## src/rtl/fir_output_requant.sv

```systemverilog
// fir_output_requant: captures FIR results on the rising edge of Done, rounds
// and saturates them to OUT_WIDTH bits, and queues them in a small FIFO
// presented to the sink over valid/ready. Drop and clip events are counted.
module fir_output_requant #(
  parameter int IN_WIDTH  = 38,
  parameter int OUT_WIDTH = 16,
  parameter int SHIFT     = 15,
  parameter int DEPTH     = 8
) (
  input  logic                         clk,
  input  logic                         rst,
  input  logic signed [IN_WIDTH-1:0]   FIR_output,
  input  logic                         Done,
  input  logic                         clr_stats,
  output logic signed [OUT_WIDTH-1:0]  out_data,
  output logic                         out_valid,
  input  logic                         out_ready,
  output logic [$clog2(DEPTH):0]       fifo_level,
  output logic                         overflow,
  output logic [15:0]                  drop_cnt,
  output logic [15:0]                  sat_cnt
);

  localparam int AW = $clog2(DEPTH);
  localparam int LW = AW + 1;

  localparam logic signed [IN_WIDTH:0] HALF =
    {{IN_WIDTH{1'b0}}, 1'b1} << (SHIFT - 1);
  localparam logic signed [IN_WIDTH:0] QMAX =
    {{(IN_WIDTH + 2 - OUT_WIDTH){1'b0}}, {(OUT_WIDTH - 1){1'b1}}};
  localparam logic signed [IN_WIDTH:0] QMIN = ~QMAX;

  // Round half toward +inf, then clip; result is {sat_flag, sample}.
  function automatic logic [OUT_WIDTH:0] round_sat(input logic signed [IN_WIDTH-1:0] x);
    logic signed [IN_WIDTH:0] sum;
    logic signed [IN_WIDTH:0] q;
    sum = $signed({x[IN_WIDTH-1], x}) + HALF;
    q   = sum >>> SHIFT;
    if (q > QMAX)      return {1'b1, 1'b0, {(OUT_WIDTH - 1){1'b1}}};
    else if (q < QMIN) return {1'b1, 1'b1, {(OUT_WIDTH - 1){1'b0}}};
    else               return {1'b0, q[OUT_WIDTH-1:0]};
  endfunction

  // Statistics counter: a same-edge event beats clear, and the count sticks at all-ones.
  function automatic logic [15:0] stat_next(input logic [15:0] cnt, input logic ev,
                                            input logic clr);
    if (clr)                       return {15'd0, ev};
    else if (ev && cnt != 16'hFFFF) return cnt + 16'd1;
    else                           return cnt;
  endfunction

  logic                        done_q;
  logic                        s1_vld_q;
  logic                        s1_sat_q;
  logic signed [OUT_WIDTH-1:0] s1_data_q;
  logic [OUT_WIDTH:0]          rq;
  logic signed [OUT_WIDTH-1:0] mem_q [DEPTH];
  logic [AW-1:0]               wr_ptr_q, rd_ptr_q;
  logic [LW-1:0]               level_q, level_d;
  logic                        overflow_q, overflow_d;
  logic [15:0]                 drop_cnt_q, drop_cnt_d;
  logic [15:0]                 sat_cnt_q, sat_cnt_d;
  logic                        capture, pop, push, drop, full_after_pop, sat_ev;

  assign capture        = Done & ~done_q;
  assign rq             = round_sat(FIR_output);
  assign pop            = (level_q != '0) & out_ready;
  assign full_after_pop = (level_q == LW'(DEPTH)) & ~pop;
  assign push           = s1_vld_q & ~full_after_pop;
  assign drop           = s1_vld_q & full_after_pop;
  assign sat_ev         = s1_vld_q & s1_sat_q;

  // Next-state for occupancy and debug statistics.
  always_comb begin
    level_d    = level_q + LW'(push) - LW'(pop);
    overflow_d = clr_stats ? drop : (overflow_q | drop);
    drop_cnt_d = stat_next(drop_cnt_q, drop, clr_stats);
    sat_cnt_d  = stat_next(sat_cnt_q, sat_ev, clr_stats);
  end

  // Control state: edge detector, stage-1 valid, FIFO pointers and stats.
  always_ff @(posedge clk or negedge rst) begin
    if (!rst) begin
      done_q     <= 1'b0;
      s1_vld_q   <= 1'b0;
      s1_sat_q   <= 1'b0;
      wr_ptr_q   <= '0;
      rd_ptr_q   <= '0;
      level_q    <= '0;
      overflow_q <= 1'b0;
      drop_cnt_q <= '0;
      sat_cnt_q  <= '0;
    end else begin
      done_q     <= Done;
      s1_vld_q   <= capture;
      s1_sat_q   <= capture & rq[OUT_WIDTH];
      if (push) wr_ptr_q <= wr_ptr_q + AW'(1);
      if (pop)  rd_ptr_q <= rd_ptr_q + AW'(1);
      level_q    <= level_d;
      overflow_q <= overflow_d;
      drop_cnt_q <= drop_cnt_d;
      sat_cnt_q  <= sat_cnt_d;
    end
  end

  // Datapath storage: stage-1 sample and FIFO array need no reset.
  always_ff @(posedge clk) begin
    if (capture) s1_data_q <= rq[OUT_WIDTH-1:0];
    if (push)    mem_q[wr_ptr_q] <= s1_data_q;
  end

  assign out_valid  = (level_q != '0);
  assign out_data   = out_valid ? mem_q[rd_ptr_q] : '0;
  assign fifo_level = level_q;
  assign overflow   = overflow_q;
  assign drop_cnt   = drop_cnt_q;
  assign sat_cnt    = sat_cnt_q;

endmodule

```

## config.mk

```make
export PLATFORM = sky130hd
export DESIGN_NAME = fir_output_requant
export DESIGN_NICKNAME = d
export VERILOG_FILES = /design/src/rtl/fir_output_requant.sv
export SDC_FILE = /design/constraint.sdc
export NUM_CORES = 1
export LEC_CHECK = 0
export CAP_MARGIN = 10
export CORE_MARGIN = 2
export CORE_UTILIZATION = 48
export DETAILED_ROUTE_END_ITERATION = 12
export PLACE_DENSITY = 0.7
export SETUP_SLACK_MARGIN = 0.05
export SYNTH_ARGS = -nofsm -noshare
export SYNTH_HDL_FRONTEND = slang
export SYNTH_SLANG_ARGS = --single-unit
```

## constraint.sdc

```tcl
create_clock -name clk -period 4 [get_ports clk]
set_clock_uncertainty 0.2 [all_clocks]
set_input_delay 0.6 -clock clk [delete_from_list [all_inputs] [get_ports clk]]
set_output_delay 0.6 -clock clk [all_outputs]
set_load 0.05 [all_outputs]
```

Word level (Yosys, flattened, before mapping)
Memories as Yosys holds them, arrays and structs flattened.
Index checks and enable logic that the tools add are counted.
{ "totals": {"reg_bits": 62, "mem_bits_rw": 128, "in_bits": 43, "output_inout_bits": 54, "memories": 1} }
{ "memory_table": {"columns": ["memory", "words", "width", "rd", "rd_clocked_by_memory_dff", "write_ports", "line", "rtl"], "rows": [
  ["mem_q", 8, 16, 1, 0, 1, "57", "logic signed [OUT_WIDTH-1:0] mem_q [DEPTH];"]
]} }
{ "classes": {"add_sub_neg": 7, "order_cmp": 2, "eq_ne": 3, "mux": 10, "bitwise_logic": 11, "reduce_logical": 5} }
{ "op_table": {"columns": ["cell", "count"], "rows": [
  ["2-to-1 mux 16 bit", 5],
  ["adder 38 x 16 -> 39 bit, second input constant", 1],
  ["2-to-1 mux 17 bit", 2],
  ["adder 16 x 1 -> 16 bit, second input constant", 2],
  ["inequality test 16 bit, second input constant", 2],
  ["> comparator 24 x 16 -> 1 bit, second input constant", 1],
  ["less-than comparator 24 x 16 -> 1 bit, second input constant", 1],
  ["bitwise AND 1 bit", 7],
  ["adder 3 x 1 -> 3 bit, second input constant", 2],
  ["adder 4 x 1 -> 4 bit", 1],
  ["equality test 4 bit, second input constant", 1],
  ["nonzero test 2 bit", 2],
  ["nonzero test 4 bit", 1],
  ["subtractor 4 x 1 -> 4 bit", 1],
  ["2-to-1 mux 1 bit", 3],
  ["NOT 1 bit", 3],
  ["logical AND 1 bit", 2],
  ["OR 1 bit", 1]
]} }

Depth between registers and ports, before layout
Gate-level depths: netlist of run 1.
{ "logic_depth": {"depth_word": 8, "ltp_mapped": 13} }

Least setup slack after synthesis of run 1
OpenSTA, ideal clock, no wires.
{ "synth_timing": {"path_type": "register to register", "from": "reg level_q[2], in the netlist fifo_level[2]", "to": "mem mem_q[1][0] (enable)", "setup_ns": 0.409, "t_arrival_ns": 2.841, "required_ns": 3.391, "slack_ns": 0.549, "path_stages_with_launch": 7, "path_buffers": 0, "path_cell_list": "dfrtp_1 inv_1 ha_1 nand2b_1 a31oi_1 nand2_1 nor3_1"} }
{ "synth_between": {"elab_chain_cells": 8} }
{ "synth_lines": {"columns": ["element", "line", "rtl"], "rows": [
  ["from (decl)", "59", "logic [LW-1:0] level_q, level_d;"],
  ["from (signal assigned)", "99", "level_q <= level_d;"],
  ["nonzero test 4 bit", "67", "assign pop = (level_q != '0) & out_ready;"],
  ["bitwise AND 1 bit", "67", null],
  ["NOT 1 bit", "68", "assign full_after_pop = (level_q == LW'(DEPTH)) & ~pop;"],
  ["bitwise AND 1 bit *", "68", null],
  ["NOT 1 bit *", "69", "assign push = s1_vld_q & ~full_after_pop;"],
  ["bitwise AND 1 bit *", "69", null],
  ["2-to-1 mux 1 bit *", "109", "if (push) mem_q[wr_ptr_q] <= s1_data_q;"],
  ["2-to-1 mux 1 bit (implied by the code) *", "109", null],
  ["to (decl)", "57", null]
]} }
Mark *: on every way between the ends. The rest lies on a longest branch, timed or not.

Worst setup path in the final report of run 1
{ "layout_timing": {"from": "reg rd_ptr_q[0]", "to": "out out_data[4]"} }
{ "layout_between": {"elab_chain_cells": 2} }
{ "layout_lines": {"columns": ["element", "line", "rtl"], "rows": [
  ["from (decl)", "58", "logic [AW-1:0] wr_ptr_q, rd_ptr_q;"],
  ["from (signal assigned)", "98", "if (pop) rd_ptr_q <= rd_ptr_q + AW'(1);"],
  ["memory (8 x 16 bit)", null, null],
  ["2-to-1 mux 16 bit", "113", "assign out_data = out_valid ? mem_q[rd_ptr_q] : '0;"],
  ["to (decl)", "15", "output logic signed [OUT_WIDTH-1:0] out_data,"]
]} }
Every way passes these cells.

==> impl_summary.txt, run 1 <==
----------------------------------------------------
[Status]
  Run status ... finished, final reports clean

[Power and ir drop]
  Switching power ... 2160 uW
  Static leakage ... 0.00353 uW
  Largest voltage drop on the vdd net ... 0.000496 V
  Power share of the combinational group ... 34.9%
  Sequential Power Share ... 38.9%
  Proportion of power drawn by the clock network ... 26.2%
  Internal Pwr Total ... 4050 uW
  P per Cell Area ... 611 nW/um2
  Switching power as a share of total power ... 34.8%

[Global route]
  Overflow left after global routing ... 0
  Global routing usage summed across all routing layers ... 19.4%
  Initial antenna violation count ... 0
  Via count of the first global-routing pass ... 5249
  Pin count of the biggest net entering global routing ... 47
  Global-route wire length before repair ... 27200 um

[Cells and area]
  Fraction of final layout cells sized beyond drive strength 1 ... 14.9%
  Antenna fix cells ... 0
  Nets ... 727
  Final instance area ... 10200 um2
  Fill cell total of the finished layout ... 1306
  Area growth from synthesis to layout ... 20.5%

[Die]
  Effective utilization at floorplan ... 49.0%
  FP Rows ... 48
  Core area ... 17200 um2
  Die extent in x ... 137 um
  Die Y ... 137 um
  Die Footprint ... 18700 um2
  Number of top-level pins ... 97

[Logic synthesis]
  Area of the mapped netlist ... 8440 um2
  Yosys warnings ... 0
  Yosys cell types ... 52
  Fraction of registers with async set or reset after synthesis ... 24.2%
  Complex-gate fraction of the synthesized area ... 3.80%
  Top FF cell, synth ... sky130_fd_sc_hd__edfxtp_1
  Most frequent cell after synthesis ... sky130_fd_sc_hd__edfxtp_1
  Net count after synthesis ... 630
  Total of flip-flops plus latches after synthesis ... 190
  Multiplexer area fraction after synthesis ... 10.9%
  Portion of the post-synthesis area used by sequential elements ... 64.9%
  Number of standard cells after synthesis ... 575
  Area leader, netlist ... sky130_fd_sc_hd__edfxtp_1
  Fraction of synthesized cell area taken by the top area cell type ... 51.2%
  Dominant combinational cell family by area after synthesis ... simple AND/OR/NAND/NOR gates
  Adder and majority gate portion of the synthesized area ... 1.87%
  Share of the synthesized netlist area taken by xor and xnor gates ... 4.77%
  Most frequent cells after synthesis ... sky130_fd_sc_hd__edfxtp_1, sky130_fd_sc_hd__nor2_1, sky130_fd_sc_hd__dfrtp_1
  Mean Syn Cell Area ... 14.7 um2
  Cell types with the largest area share after synthesis ... sky130_fd_sc_hd__edfxtp_1, sky130_fd_sc_hd__dfrtp_1, sky130_fd_sc_hd__mux4_2, sky130_fd_sc_hd__xnor2_1, sky130_fd_sc_hd__nor2_1
  Simple-Gate Fraction of Synth Area ... 11.8%
  Number of flops mapped to enable cells by yosys ... 144

[Timing]
  WHS ... 154 ps
  Remaining max-slew budget at the tightest pin ... 24.9%
  Max-slew violation total from the final report ... 0
  Final setup violation count ... 0
  Number of hold-slack violations in the final timing report ... 0
  Sum of negative setup slack ... 0 ps
  Final critical path time including I/O delays and setup ... 3440 ps
  Share of the cycle needed by the critical path after routing ... 86.0%
  Unrepaired setup endpoints after global routing ... no
  Transition at the pin with the smallest max-transition slack ... 1120 ps
  Maximum frequency from static timing analysis ... 291 MHz

[Clock network]
  Count of buffers added by post-CTS timing repair for setup ... 0
  Root buffer cell ... sky130_fd_sc_hd__clkbuf_16
  Number of buffers created by CTS ... 17
  Worst-skew pair later-pin latency ... 420 ps
  H-tree lvl count ... 4
  Hold bufs inserted after CTS ... 0
  TritonCTS clock tree ... built
  CTS Sinks ... 190
  CTS-repair resized insts ... 0
  Clock-pin slew on the worst setup and hold paths ... 70 ps
  Buffers from clock root to sink, at most ... 2

[Placed design]
  Final weighted congestion of routability-driven global placement ... 0.904
  Count of input and output buffers ... 82
  Final HPWL from detailed placement ... 10800 um
  Cell area reported after detailed placement ... 9600 um2

[Setup path]
  Kind of critical path ... register to output pin
  Arrival time at the worst endpoint ... 2640 ps
  Critical-path maximum fanout ... 34
  Critical Path Max Stage Delay ... 710 ps
  Worst path slowest cell ... sky130_fd_sc_hd__clkdlybuf4s50_1
  Kind of capture point of the worst setup path ... output pin
  Sequence of cells on the critical path ... buf_12 -> mux4_2 -> mux2i_1 -> nor2_1 -> clkdlybuf4s50_1
  Critical path data required time ... 3200 ps
  Startpoint type of the worst setup path ... register

[Route]
  DRC viols ... 0
  Wirelength per Cell ... 18.3 um
  Routed wire length ... 16600 um
  Vias after detailed routing ... 5100
  Detailed router's first-iteration violation count ... 346
  Number of optimization iterations in the first detailed-route pass ... 4
  Vias per std cell ... 5.60
  Antenna viol nets, final ... 0

[Flow run]
  Number of max-cap violations ... 0

[Worst hold path]
  Path type of the worst min-delay path ... input port to async pin

----------------------------------------------------
[layout make-up]
type | count | area, um2 | share of cell area (%)
clock buffer | 18 | 429 | 4.22
clock inverter | 14 | 148 | 1.45
inverter | 21 | 78.8 | 0.775
multi-input combinational | 344 | 2810 | 27.6
sequential | 190 | 5480 | 53.8
tap | 225 | 282 | 2.77
timing repair buffer | 98 | 948 | 9.32
[worst paths after layout]
kind                                       to  slack [ps]           from  depth (start not counted)
min in group clk                     s1_sat_q         320         done_q                          2
worst max register to register  fifo_level[2]         930  fifo_level[1]                         12
worst min-delay path               sat_cnt[5]         150            rst                          1
worst max-delay path              out_data[4]         560    rd_ptr_q[0]                          5
max in group asynchronous         rd_ptr_q[0]        2720            rst                          1
worst min register to register       s1_sat_q         320         done_q                          2
[worst max-delay path, delay by kind of cell (launching register included)]
| family | cells | cell delay, ps |
|---|---|---|
| buffers and inverters | 2 | 990 |
| flip-flops | 1 | 370 |
| multiplexers | 2 | 780 |
| AND/OR/NAND/NOR | 1 | 80 |
[power by group through the flow]
stage               Combinational (uW)  Clock [uW]  Sequential (uW)
floorplan                         1480           0             2490
global placement                  2160           0             2440
detailed placement                2200           0             2460
CTS                               2210        1660             2420
global route                      2320        1740             2430
finish                            2170        1630             2420
[flip-flops by register name (all words and copies together), names as in the netlist]
name / cells
overflow: 1
fifo_level: 4
mem_q: 128
done_q: 1
s1_vld_q: 1
s1_sat_q: 1
drop_cnt: 16
rd_ptr_q: 3
s1_data_q: 16
wr_ptr_q: 3
sat_cnt: 16
[layout by cell type (no fill, tap or decap), types with 2 or more instances in the layout]
| cell | synthesis | final |
|---|---|---|
| sky130_fd_sc_hd__and4_1 | 3 | 3 |
| sky130_fd_sc_hd__clkdlybuf4s50_1 | 0 | 81 |
| sky130_fd_sc_hd__nor2_1 | 62 | 62 |
| sky130_fd_sc_hd__xnor2_1 | 28 | 28 |
| sky130_fd_sc_hd__nand2b_1 | 7 | 7 |
| sky130_fd_sc_hd__nor3_2 | 0 | 2 |
| sky130_fd_sc_hd__a21oi_1 | 4 | 4 |
| sky130_fd_sc_hd__mux2i_1 | 18 | 18 |
| sky130_fd_sc_hd__clkbuf_16 | 0 | 17 |
| sky130_fd_sc_hd__a21o_1 | 2 | 2 |
| sky130_fd_sc_hd__clkinvlp_4 | 0 | 4 |
| sky130_fd_sc_hd__edfxtp_1 | 144 | 144 |
| sky130_fd_sc_hd__nand2_1 | 30 | 30 |
| sky130_fd_sc_hd__and3_1 | 8 | 8 |
| sky130_fd_sc_hd__nand4_1 | 12 | 12 |
| sky130_fd_sc_hd__mux2_2 | 2 | 2 |
| sky130_fd_sc_hd__or3_1 | 2 | 2 |
| sky130_fd_sc_hd__buf_4 | 0 | 15 |
| sky130_fd_sc_hd__xor2_1 | 18 | 18 |
| sky130_fd_sc_hd__a311oi_1 | 5 | 5 |
| sky130_fd_sc_hd__inv_1 | 21 | 21 |
| sky130_fd_sc_hd__nor3_1 | 21 | 19 |
| sky130_fd_sc_hd__nand3b_1 | 2 | 2 |
| sky130_fd_sc_hd__ha_1 | 11 | 11 |
| sky130_fd_sc_hd__inv_8 | 0 | 2 |
| sky130_fd_sc_hd__nand3_1 | 19 | 19 |
| sky130_fd_sc_hd__and2_1 | 4 | 4 |
| sky130_fd_sc_hd__dfrtp_1 | 46 | 45 |
| sky130_fd_sc_hd__nor3b_1 | 4 | 4 |
| sky130_fd_sc_hd__mux4_2 | 32 | 32 |
| sky130_fd_sc_hd__o21ai_0 | 8 | 8 |
| sky130_fd_sc_hd__and4_2 | 4 | 4 |
| sky130_fd_sc_hd__o21ai_1 | 10 | 10 |
| sky130_fd_sc_hd__a31oi_1 | 2 | 2 |
| sky130_fd_sc_hd__and3_2 | 2 | 2 |
| sky130_fd_sc_hd__nor4_1 | 5 | 5 |
| sky130_fd_sc_hd__inv_6 | 0 | 4 |
| sky130_fd_sc_hd__o21ai_2 | 2 | 2 |
[cell families (layout without fill, tap and decap cells)]
kind of cell	count (synthesis)	after routing
simple gates	192	192
buf+inv	41	151
compound gates	42	42
fa+ha+maj	12	12
mux	52	52
xor+xnor	46	46
flops	190	190
[stage by stage]
step	std cells	total power, uW	util (%)	worst slack, ps
6_report	910	6210	59.0	560
5_1_grt	910	6500	59.0	295
4_1_cts	910	6280	59.0	516
3_5_place_dp	878	4660	55.7	92.5
3_3_place_gp	878	4600	55.7	211
2_1_floorplan	575	3960	-	549
[layer usage]
layer	part of all wire, %	GRT usage [%]	up-vias
met5	0	0	-
met4	1.4	5.61	0
met3	4.6	4.81	14
met2	51	32.2	124
met1	43	25.5	2599
li1	-	-	2363
Power figures use the tool's default switching activity.
==> run 2, diff against run 1 <==
PLACE_DENSITY = 0.75   (was 0.7)
==> run 2 against run 1 <==
Power about the same. Flip-flop and latch count unchanged. Non-clock buffer count grew 3. Worst hold slack lost 1.5 ps. Worst setup slack worse by 190 ps. Critical path depth is the same. Final area rose by 0.14%. Final cell count up 0.22%. Clock power hardly changed. Die area unchanged. Combinational power is essentially flat.
==> impl_summary.txt, run 2 (same netlist as run 1, synthesis figures left out) <==
----------------------------------------------------
[Setup path]
  Crit path buffers/inverters ... 2 (unchanged)
  Arrival time at the worst endpoint ... 2830 ps (+190 ps)
  Kind of critical path ... register to output pin
  Startpoint type of the worst setup path ... register
  Kind of capture point of the worst setup path ... output pin
  Critical-path maximum fanout ... 20 (-41%)
  Critical path data required time ... 3200 ps (about the same)
  Critical Path Max Stage Delay ... 710 ps (about the same)
  Top cell family by delay on the critical path ... buffers and inverters
  Worst path slowest cell ... sky130_fd_sc_hd__clkdlybuf4s50_1
  Sequence of cells on the critical path ... buf_4 -> mux4_2 -> mux2i_1 -> nor2_1 -> clkdlybuf4s50_1

[Clock network]
  TritonCTS clock tree ... built
  Root buffer cell ... sky130_fd_sc_hd__clkbuf_16
  Hold bufs inserted after CTS ... 0 (unchanged)
  CTS-repair resized insts ... 0 (unchanged)
  Buffers from clock root to sink, at most ... 2 (unchanged)
  Count of buffers added by post-CTS timing repair for setup ... 0 (unchanged)
  H-tree lvl count ... 4 (unchanged)
  CTS Sinks ... 190 (unchanged)
  Clock-pin slew on the worst setup and hold paths ... 70 ps (about the same)
  Number of buffers created by CTS ... 17 (unchanged)
  Worst-skew pair later-pin latency ... 430 ps (about the same)

[Timing]
  Maximum frequency from static timing analysis ... 275 MHz (-5.3%)
  Final setup violation count ... 0 (unchanged)
  Max-slew violation total from the final report ... 0 (unchanged)
  Final critical path time including I/O delays and setup ... 3630 ps (+194 ps)
  Number of hold-slack violations in the final timing report ... 0 (unchanged)
  Remaining max-slew budget at the tightest pin ... 32.0% (+7.1 points)
  Final critical-path setup slack ... 366 ps (-194 ps)
  Sum of negative setup slack ... 0 ps (unchanged)
  Transition at the pin with the smallest max-transition slack ... 1020 ps (-101 ps)
  Share of the cycle needed by the critical path after routing ... 90.9% (+4.9 points)
  Unrepaired setup endpoints after global routing ... no

[Power and ir drop]
  Switching power as a share of total power ... 34.8% (about the same)
  Proportion of power drawn by the clock network ... 26.3% (about the same)
  Switching power ... 2160 uW (about the same)
  Static leakage ... 0.00355 uW (+0.53%)
  Internal Pwr Total ... 4050 uW (about the same)
  Power share of the combinational group ... 34.4% (-0.5 points)
  P per Cell Area ... 610 nW/um2 (-0.10%)
  Largest voltage drop on the vdd net ... 0.000484 V (-2.5%)
  Sequential Power Share ... 39.3% (+0.4 points)

[Die]
  FP Rows ... 48 (unchanged)
  Die extent in x ... 137 um (unchanged)
  Effective utilization at floorplan ... 49.0% (unchanged)
  Core area ... 17200 um2 (unchanged)
  Die Footprint ... 18700 um2 (unchanged)
  Number of top-level pins ... 97 (unchanged)
  Die Y ... 137 um (unchanged)

[Global route]
  Pin count of the biggest net entering global routing ... 47 (unchanged)
  Global routing usage summed across all routing layers ... 18.7% (-0.73 points)
  Global-route wire length before repair ... 26200 um (-3.6%)
  Overflow left after global routing ... 0 (unchanged)
  Via count of the first global-routing pass ... 5108 (-2.7%)
  Initial antenna violation count ... 0 (unchanged)

[Route]
  Vias after detailed routing ... 5019 (-1.6%)
  Wirelength per Cell ... 17.9 um (-1.9%)
  Number of optimization iterations in the first detailed-route pass ... 4 (unchanged)
  Routed wire length ... 16400 um (-1.7%)
  Antenna viol nets, final ... 0 (unchanged)
  Vias per std cell ... 5.50 (-1.8%)
  DRC viols ... 0 (unchanged)
  Detailed router's first-iteration violation count ... 426 (+23%)

[Cells and area]
  Register ranked first by flip-flop count ... mem_q
  Antenna fix cells ... 0 (unchanged)
  Max reg flops ... 128 (unchanged)
  Core occupancy in the finished layout ... 59.1% (+0.080 points)
  Fraction of final layout cells sized beyond drive strength 1 ... 15.0% (+0.10 points)
  Most frequent cells in the layout ... sky130_fd_sc_hd__edfxtp_1, sky130_fd_sc_hd__clkdlybuf4s50_1, sky130_fd_sc_hd__nor2_1
  Leading cell type in the layout, fill and taps excluded ... sky130_fd_sc_hd__edfxtp_1
  Area growth from synthesis to layout ... 20.7%
  Nets ... 730 (+0.41%)
  Final std cells w/o fill ... 912 (+0.22%)

[Placed design]
  Placed cells ... 880 (+0.23%)
  Final weighted congestion of routability-driven global placement ... 0.897 (-0.79%)
  Final HPWL from detailed placement ... 11100 um (+2.5%)
  Dpl ws ... 87.5 ps (-4.99 ps)
  Count of input and output buffers ... 82 (unchanged)

[Flow run]
  Number of max-cap violations ... 0 (unchanged)

[Status]
  Run status ... finished, final reports clean

[Worst hold path]
  Path type of the worst min-delay path ... input port to async pin

----------------------------------------------------
-- run 2: per-stage QoR --
stage	power (uW)	cell area, um2	hold slack [ps]
floorplan	3960	8440	104
global placement	4590	9600	299
detailed placement	4650	9600	308
CTS	6280	10200	174
global route	6480	10200	254
finish	6210	10200	153
-- run 2: worst paths after layout --
check	from	endpoint	slack (ps)	cells past startpoint
max	rd_ptr_q[0]	out_data[0]	370	5
min	rst	wr_ptr_q[2]	150	1
max reg2reg	fifo_level[2]	fifo_level[2]	1220	11
min reg2reg	rd_ptr_q[0]	rd_ptr_q[0]	320	1
max in group asynchronous	rst	rd_ptr_q[0]	2760	1
min in group clk	rd_ptr_q[0]	rd_ptr_q[0]	320	1
-- run 2: layer usage --
layer	vias up	share of wire (%)	routed length [um]	GRT usage (%)
met5	-	0	0	0
li1	2369	-	-	-
met2	130	51	8380	31.0
met1	2503	43	7050	24.9
met3	17	4.5	735	3.70
met4	0	1.2	201	5.84
-- run 2: cell type report --
cell class	count	area (um2)
tap	225	282
sequential	190	5480
multi-input combinational	344	2810
inverter	21	78.8
fill	1274	7050
timing repair buffer	101	958
clock buffer	18	429
clock inverter	13	151
-- run 2: power by group through the flow --
stage                     sequential (uW)  clock (uW)  combinational, uW
after global routing                 2460        1750               2270
after floorplan                      2490           0               1480
after CTS                            2440        1660               2170
after detailed placement             2480           0               2160
final                                2440        1640               2140
after global placement               2470           0               2120
==> run 3, diff against run 2 <==
--- a/constraint.sdc
+++ b/constraint.sdc
@@ -4,2 +4,2 @@
 set_output_delay 0.6 -clock clk [all_outputs]
-set_load 0.05 [all_outputs]
+set_load 0.005 [all_outputs]
==> run 3 against run 2 <==
First-iteration DRC count down 13%. Sequential power up 2%. Utilization down 0.13 points. Maximum frequency up 1.8%. Clock power about the same. Worst hold slack better by 3.9 ps. Combinational power down 29%. Die area unchanged. Wire length up 2.7%. Sequential share of layout area up 0.12 points.
==> impl_summary.txt, run 3 (same netlist as run 1, synthesis figures left out) <==
----------------------------------------------------
[Timing]
  Sum of negative setup slack ... 0 ps (unchanged)
  Number of hold-slack violations in the final timing report ... 0 (unchanged)
  Final critical path time including I/O delays and setup ... 3570 ps (-64.2 ps)
  Remaining max-slew budget at the tightest pin ... 22.1% (-9.9 points)
  Final setup violation count ... 0 (unchanged)
  Share of the cycle needed by the critical path after routing ... 89.3% (-1.6 points)
  Final critical-path setup slack ... 430 ps (+64.2 ps)
  Max-slew violation total from the final report ... 0 (unchanged)
  Maximum frequency from static timing analysis ... 280 MHz (+1.8%)
  Transition at the pin with the smallest max-transition slack ... 1160 ps (+142 ps)
  Unrepaired setup endpoints after global routing ... no

[Cells and area]
  Sequential cell area ... 5480 um2 (unchanged)
  Max reg flops ... 128 (unchanged)
  Leading cell type in the layout, fill and taps excluded ... sky130_fd_sc_hd__edfxtp_1
  Area growth from synthesis to layout ... 20.4%
  Final instance area ... 10200 um2 (-0.22%)
  Fill cell total of the finished layout ... 1232 (-3.3%)
  Fraction of final layout cells sized beyond drive strength 1 ... 14.7% (-0.27 points)
  Nets ... 728 (-0.27%)
  Core occupancy in the finished layout ... 59.0% (-0.13 points)
  Total area of multi-input combinational cells ... 2810 um2 (unchanged)
  Register ranked first by flip-flop count ... mem_q
  Most frequent cells in the layout ... sky130_fd_sc_hd__edfxtp_1, sky130_fd_sc_hd__clkdlybuf4s50_1, sky130_fd_sc_hd__nor2_1
  Antenna fix cells ... 0 (unchanged)

[Global route]
  Pin count of the biggest net entering global routing ... 47 (unchanged)
  Via count of the first global-routing pass ... 5106 (-0.039%)
  Overflow left after global routing ... 0 (unchanged)
  Global routing usage summed across all routing layers ... 18.9% (+0.23 points)
  Initial antenna violation count ... 0 (unchanged)
  Global-route wire length before repair ... 26600 um (+1.2%)

[Die]
  Effective utilization at floorplan ... 49.0% (unchanged)
  Core area ... 17200 um2 (unchanged)
  Die extent in x ... 137 um (unchanged)
  Die Y ... 137 um (unchanged)
  Die Footprint ... 18700 um2 (unchanged)
  FP Rows ... 48 (unchanged)
  Number of top-level pins ... 97 (unchanged)

[Placed design]
  Cell area reported after detailed placement ... 9590 um2 (about the same)
  Final weighted congestion of routability-driven global placement ... 0.867 (-3.3%)
  Dpl ws ... 47.5 ps (-40.0 ps)
  Final HPWL from detailed placement ... 11100 um (-0.22%)
  Count of input and output buffers ... 82 (unchanged)

[Clock network]
  CTS-repair resized insts ... 0 (unchanged)
  TritonCTS clock tree ... built
  Root buffer cell ... sky130_fd_sc_hd__clkbuf_16
  Hold bufs inserted after CTS ... 0 (unchanged)
  Buffers from clock root to sink, at most ... 2 (unchanged)
  Clock-pin slew on the worst setup and hold paths ... 70 ps (about the same)
  Count of buffers added by post-CTS timing repair for setup ... 0 (unchanged)
  Worst-skew pair later-pin latency ... 430 ps (about the same)
  CTS Sinks ... 190 (unchanged)
  H-tree lvl count ... 4 (unchanged)
  Number of buffers created by CTS ... 17 (unchanged)

[Flow run]
  Number of max-cap violations ... 0 (unchanged)

[Worst hold path]
  Path type of the worst min-delay path ... input port to async pin

[Power and ir drop]
  Power share of the combinational group ... 26.8% (-7.6 points)
  Largest voltage drop on the vdd net ... 0.000287 V (-41%)
  Proportion of power drawn by the clock network ... 28.9% (+2.6 points)
  Static leakage ... 0.00354 uW (-0.30%)
  Switching power ... 1600 uW (-26%)
  Internal Pwr Total ... 4040 uW (-0.23%)
  P per Cell Area ... 555 nW/um2 (-9.1%)
  Switching power as a share of total power ... 28.3% (-6.5 points)
  Sequential Power Share ... 44.3% (+5.0 points)

[Setup path]
  Cell count of the worst reg-to-reg path ... 12 (+1)
  Critical-path maximum fanout ... 18 (-10%)
  Startpoint type of the worst setup path ... register
  Worst path slowest cell ... sky130_fd_sc_hd__dfrtp_2
  Arrival time at the worst endpoint ... 2770 ps (-60 ps)
  Critical register-to-register path startpoint ... fifo_level[1]
  Kind of capture point of the worst setup path ... output pin
  Sequence of cells on the critical path ... buf_4 -> mux4_2 -> mux2i_1 -> nor2_1 -> clkdlybuf4s50_1
  Kind of critical path ... register to output pin
  Critical path data required time ... 3200 ps (about the same)
  Critical Path Max Stage Delay ... 750 ps (+40 ps)
  Worst setup path start ... rd_ptr_q[0]

[Route]
  Detailed router's first-iteration violation count ... 370 (-13%)
  Number of optimization iterations in the first detailed-route pass ... 4 (unchanged)
  Wirelength per Cell ... 18.4 um (+2.8%)
  Routed wire length ... 16800 um (+2.7%)
  Vias after detailed routing ... 5032 (+0.26%)
  Vias per std cell ... 5.52 (+0.37%)
  DRC viols ... 0 (unchanged)
  Antenna viol nets, final ... 0 (unchanged)

[Status]
  Run status ... finished, final reports clean

----------------------------------------------------
-- run 3: cell count changes in the layout (fill, tap and decap cells not counted), sizes merged --
cell | before | now
buf | 20 | 18
clkbuf | 18 | 17
clkinv | 5 | 6
inv | 27 | 28
-- run 3: worst paths after layout --
path	endpoint	slack (ps)
max in group asynchronous	rd_ptr_q[0]	2740
setup reg to reg	fifo_level[3]	1170
hold / removal	fifo_level[1]	160
setup / recovery	out_data[10]	430
hold reg to reg	wr_ptr_q[0]	330
min in group clk	wr_ptr_q[0]	330
-- run 3: cell type report --
type | instances | share of cell area (%)
Clock buffer | 17 | 4.19
Tap cell | 225 | 2.77
Inverter | 21 | 0.775
Sequential cell | 190 | 53.9
Multi-Input combinational cell | 344 | 27.7
Timing Repair Buffer | 99 | 9.28
Clock inverter | 15 | 1.45
-- run 3: metal layers --
layer | wire length (um) | global-route usage, %
met3 | 794 | 4.15
met4 | 325 | 6.31
met2 | 8710 | 32.6
met5 | 0 | 0
met1 | 6980 | 23.7
-- run 3: critical path: cells and delay by family (launching register included) --
kind	cells	cell delay, ps
flops	1	750
simple gates	1	70
mux	2	750
buf+inv	2	760
-- run 3: power groups by stage --
stage	registers (uW)	clock network (uW)	logic (uW)
3_3_place_gp	2520	0	1470
2_1_floorplan	2410	0	965
4_1_cts	2500	1660	1540
3_5_place_dp	2540	0	1510
6_report	2500	1630	1510
5_1_grt	2520	1730	1640
-- run 3: stage by stage --
step,total power (uW),hold WS (ps),instances
2_1_floorplan,3370,104,575
3_3_place_gp,4000,302,879
3_5_place_dp,4050,314,879
4_1_cts,5690,190,911
5_1_grt,5900,245,911
6_report,5640,157,911
